<file path="src/rtl/kf8259_interrupt_request.sv">
// ---------------------------------------------------------------------------
// kf8259_interrupt_request
//
// Interrupt Request Register (IRR) stage of the KF8259 interrupt controller.
// It samples the eight IR pins in level-triggered or edge-triggered mode and
// holds the pending requests in an 8-bit register. The priority and
// in-service logic can clear individual bits. The register can also be frozen
// so it stays stable during an interrupt-acknowledge sequence.
//
// Ports:
//   clock                      in   1  system clock, rising-edge active
//   reset                      in   1  synchronous active-high reset
//   level_toriggered_config    in   1  1 = level mode, 0 = edge mode (LTIM)
//   freeze                     in   1  1 = hold IRR contents (INTA in progress)
//   clear_interrupt_request    in   8  per-bit clear for IRR and edge arm latch
//   interrupt_request_pin      in   8  IR0..IR7 request inputs, active high
//   interrupt_request_register out  8  registered IRR
//
// Optional build macro:
//   KF8259_IRQ_INPUT_SYNC_EN - when defined, the IR pins pass through a
//   2-flop synchronizer before any other logic. This makes the pin-to-IRR
//   latency 3 clocks. When undefined, the pins are used directly and the
//   latency is 1 clock.
// ---------------------------------------------------------------------------
module kf8259_interrupt_request (
  input  logic       clock,
  input  logic       reset,
  input  logic       level_toriggered_config,
  input  logic       freeze,
  input  logic [7:0] clear_interrupt_request,
  input  logic [7:0] interrupt_request_pin,
  output logic [7:0] interrupt_request_register
);

  logic [7:0] w_pin;
  logic [7:0] w_edge;
  logic [7:0] w_modeNext;
  logic [7:0] w_irrNext;
  logic [7:0] r_arm;
  logic [7:0] r_irr;

`ifdef KF8259_IRQ_INPUT_SYNC_EN
  logic [7:0] r_sync1;
  logic [7:0] r_sync2;

  // Two-stage synchronizer for the asynchronous IR pins. Everything
  // downstream, including the arm latches, sees only the synchronized copy.
  // A short low pulse therefore arms a bit only if it survives both stages.
  always_ff @(posedge clock) begin
    if (reset) begin
      r_sync1 <= 8'h00;
      r_sync2 <= 8'h00;
    end else begin
      r_sync1 <= interrupt_request_pin;
      r_sync2 <= r_sync1;
    end
  end

  assign w_pin = r_sync2;
`else
  assign w_pin = interrupt_request_pin;
`endif

  // Edge arm latch. A bit becomes armed once its pin has been seen low, and a
  // clear disarms it. This is why a pin that stays high through a clear
  // cannot re-request until it drops and rises again. Freeze does not affect
  // the latch, and the latch keeps running in level mode as well.
  always_ff @(posedge clock) begin
    if (reset) begin
      r_arm <= 8'h00;
    end else begin
      r_arm <= (r_arm | ~w_pin) & ~clear_interrupt_request;
    end
  end

  // A rising edge is an armed bit whose pin is now high. In edge mode the
  // IRR bit stays set while the pin is held high after the rise: the arm
  // latch holds its value while the pin is high, so w_edge stays asserted.
  assign w_edge = r_arm & w_pin;

  // Next IRR value. Clear has the highest priority, then freeze, then the
  // mode rule selects either the raw pin or the armed edge.
  always_comb begin
    w_modeNext = level_toriggered_config ? w_pin : w_edge;
    w_irrNext  = freeze ? r_irr : w_modeNext;
    w_irrNext  = w_irrNext & ~clear_interrupt_request;
  end

  // IRR register. The output is taken straight from this register, so there
  // is no combinational path from the inputs to the output.
  always_ff @(posedge clock) begin
    if (reset) begin
      r_irr <= 8'h00;
    end else begin
      r_irr <= w_irrNext;
    end
  end

  assign interrupt_request_register = r_irr;

endmodule

</file>
<file path="config.mk">
export PLATFORM = sky130hd
export DESIGN_NAME = kf8259_interrupt_request
export DESIGN_NICKNAME = d
export VERILOG_FILES = /design/src/rtl/kf8259_interrupt_request.sv
export SDC_FILE = /design/constraint.sdc
export NUM_CORES = 1
export LEC_CHECK = 0
export ABC_AREA = 0
export BUFFER_PORTS_ARGS = -buffer_cell sky130_fd_sc_hd__buf_2
export CORE_MARGIN = 2
export CORE_UTILIZATION = 44
export CTS_CLUSTER_SIZE = 28
export DETAILED_ROUTE_END_ITERATION = 16
export HOLD_SLACK_MARGIN = 0.08
export PLACE_DENSITY_LB_ADDON = 0.15
export SYNTH_ARGS = -nofsm -noshare
export SYNTH_HDL_FRONTEND = slang
export SYNTH_SLANG_ARGS = --single-unit
</file>
<file path="constraint.sdc">
create_clock -name clock -period 1.1 [get_ports clock]
set_clock_uncertainty 0.15 [all_clocks]
set_input_delay 0.11 -clock clock [delete_from_list [all_inputs] [get_ports clock]]
set_output_delay 0.11 -clock clock [all_outputs]
set_load 0.02 [all_outputs]
</file>
Word level (Yosys, flattened, before mapping). Cells that the tools add are included.

Muxes and demuxes: 2. Bitwise logic cells: 6.

Operators by type and width (number): AND 8 bit (3); 2-to-1 mux 8 bit (2); inverter 8 bit (2); OR 8 bit (1).

Flip-flop bits (word level): 16. Bits of input ports: 20. Output and inout port bits: 8. Logic and storage cells: 10.

Logic depth before layout (Yosys ltp).
Depth after elaboration: 4. Depth in mapped cells: 5. Depth with buffers taken out: 3.

Worst setup path before layout. No wires, ideal clock.

Path type: register to register. Start point: register r_irr[0] (netlist: interrupt_request_register[0]). End point: register r_irr[0] (netlist: interrupt_request_register[0]). Library setup time: 0.073 ns. Arrival time: 0.673 ns. Required time: 0.877 ns. Path slack: 0.204 ns. Cell stages (with the launch flop): 4. Buffers on the path: 0. Clock period less this slack: 0.896 ns. Path through: dfxtp_1 > nand2_1 > o21a_1 > nor3_2.

Word-level cells in the longest chain between the ends: 2.

RTL lines: from (decl) (RTL line 40) `logic [7:0] r_irr;`; from (signal assigned) (RTL line 95) `r_irr <= w_irrNext;`; 2-to-1 mux 8 bit (RTL line 85) `w_irrNext = freeze ? r_irr : w_modeNext;`; AND 8 bit (RTL line 86) `w_irrNext = w_irrNext & ~clear_interrupt_request;`.

No other way between the ends. A chain may end at the register's enable or synchronous reset.

Worst setup path after layout.
Start point: register r_irr[7] (netlist: interrupt_request_register[7]). End point: output interrupt_request_register[7].

RTL lines: to (decl) (RTL line 32) `output logic [7:0] interrupt_request_register`.

No word-level cell between the ends.

==> impl_metrics.tcl <==
set metrics [dict create \
    grt_pass1_vias 540 \
    min_period_ns 1.04 \
    design_power_total_mw 1.07 \
    drive_gt1_share_pct 34.5 \
    cp_cell_sequence "buf_2" \
    reg2reg_slack_ns 0.17 \
    ant_nets 0 \
    hp-start "reset" \
    yosys-top-cells-area "dfxtp_1 48%, nor3_2 12%, a211oi_1 9.1%" \
    synth-seq-area-share_pct 48.3 \
    antenna_found_initial 0 \
    critPathRequiredTime_ns 0.84 \
    ir_drop_v 0.000764 \
    drt_pass1_iterations 4 \
    placed_cell_area_um2 776 \
    pin_count 28 \
    core_um2 1450 \
    ff_latch_area_um2 320 \
    critPathMaxFanout 2 \
    tns_ns 0 \
    cp.arrival_ns 0.78 \
    clockBufferDepth 2 \
    drcViolationCount 0 \
    cts_tree "done" \
    dp_hpwl_um 857 \
    rr_worst_depth 3 \
    rsz0062_at_grt "false" \
    grt.total_usage_pct 15.8 \
    yosys_warnings 0 \
    ctsHtreeMaxLevel 1 \
    overflow 0 \
    cts_sinks 16 \
    routed_wl_um 1350 \
    root_buffer "clkbuf_4" \
    grt_first_pass_wirelength_um 2150 \
    rows 14 \
    yosys_register_bits 16 \
    fin_nets 132 \
    die-height_um 42.8 \
    start_util_pct 45.6 \
    yosys.area.top_type_share_pct 48.3 \
    clock_latency_ns 0.27 \
    outcome "finished clean" \
    finalSetupViolCount 0 \
    crit_family "flip-flops" \
    leakagePower_nw 0.391 \
    fin_crit_sh_pct 94.3 \
    multi_input_area_um2 270 \
    cpMaxStageDelayCell "dfxtp_1" \
    cts_setup_buffers 0 \
    hp-class "primary input to flip-flop" \
    hold_violations 0 \
    critical_path_class "flip-flop to primary output" \
    avgSynthCellArea_um2 9.75 \
    fillers 120 \
    cp.buffers_inverters 1 \
    finalNonFillerCells 126 \
    p_per_area_nw_per_um2 1120 \
    synthFlopType "dfxtp_1" \
    via_per_inst 4.75 \
    cts_buffers 3 \
    worstReg2RegStart "r_arm[7]$_SDFF_PP0_" \
    syn_nets 88 \
    portBuffers 27 \
    drv_cap 0 \
    dieArea_um2 1830 \
    num_antenna_cells 0 \
    hold_depth 2 \
    ys_types 10 \
    cp-start-kind "flip-flop" \
    synth_edf_count 0 \
    worstSetupStartpoint "interrupt_request_register[7]$_SDFF_PP0_" \
    post-synth-top-count-cell "dfxtp_1" \
    rr_endpoint "interrupt_request_register[7]$_SDFF_PP0_" \
    vias 598 \
    slew_viol_final 0 \
    syn-cell-area_um2 663 \
    grt_max_degree 17 \
    worst_slew_pin_slew_ns 0.367 \
    hold_end "interrupt_request_register[4]$_SDFF_PP0_" \
    gp_congestion 0.698 \
    synth_top_cell_by_area "dfxtp_1" \
    place_inst 107 \
    syn-instance-count 68 \
    die_w_um 42.8 \
    area_growth_pct 44.5 \
    fmax_mhz 965 \
    synth_async_sr_flop_share_pct 0 \
    clkTransAtPathRegs_ns 0.09 \
    drtIter0Drc 3 \
    slew_headroom_pct 75.5 \
    final_area_um2 958 \
    end_kind "primary output" \
    wl_per_cell_um 10.7 \
    cp_slowest_stage_delay_ns 0.34 \
]
==> power by group <==
part | leakage (nW) | internal (mW) | switching, mW
sequential | 0.131 | 0.600 | 0.00886
clock | 0.0138 | 0.127 | 0.167
combinational | 0.247 | 0.0922 | 0.0787
==> final cells by class <==
class	instances	area share, %
flip-flops and latches	16	33.4
multi-input cells	40	28.2
repair buffers	43	30.8
well taps	16	2.09
inverters	8	3.13
clock buffers	3	2.35
==> how the worst max path moves through the flow <==
stage / to / slack [ns] / cells past startpoint
5_1_grt: interrupt_request_register[6] / 0.009 / 1
3_5_place_dp: interrupt_request_register[3]$_SDFF_PP0_ / 0.19 / 4
3_3_place_gp: interrupt_request_register[3]$_SDFF_PP0_ / 0.20 / 4
4_1_cts: interrupt_request_register[7] / 0.04 / 1
6_report: interrupt_request_register[7] / 0.06 / 1
2_1_floorplan: interrupt_request_register[0]$_SDFF_PP0_ / 0.20 / 3
==> state kept, by name, indices dropped and copies added, names as in the netlist <==
| register | flops |
|---|---|
| r_arm | 8 |
| interrupt_request_register | 8 |
==> metrics by stage <==
step	hold WS, ns	util [%]	setup slack, ns
floorplan	0.0293	-	0.204
global placement	0.144	53.4	0.198
detailed placement	0.144	53.4	0.188
CTS	0.104	65.9	0.0429
global route	0.131	65.9	0.00913
finish	0.110	65.9	0.0632
==> logic make-up (layout without fill, tap and decap cells) <==
group	count (synthesis)	count (layout)	share of synthesized area (%)
DFF	16	16	48.3
and+or+nand+nor	16	16	16.6
AOI/OAI and AO/OA	24	24	24.2
buffers and inverters	12	54	10.9
==> cell usage in the layout, fill, tap and decap left out, drive strengths merged <==
cell,Yosys,layout
a211oi,8,8
buf,3,27
clkbuf,1,3
dfxtp,16,16
dlygate4sd3,0,16
inv,8,8
nand2,8,8
nor3,8,8
o21a,8,8
o21ai,8,8
==> layer usage <==
metal	share of wire (%)	vias up	wire (um)	GRT usage, %
met5	0	-	0	0
met4	0.74	0	10	9.38
met3	5.0	2	67	2.55
met2	49	17	665	27.0
met1	45	260	607	18.2
li1	-	319	-	-
==> timing repair <==
action | in CTS | in global routing
hold endpoints to repair | 16 | 0
hold buffers | 16 | 0
endpoints found under the setup margin | 0 | 1
gates resized for setup | 0 | 1
Power figures use the tool's default switching activity.
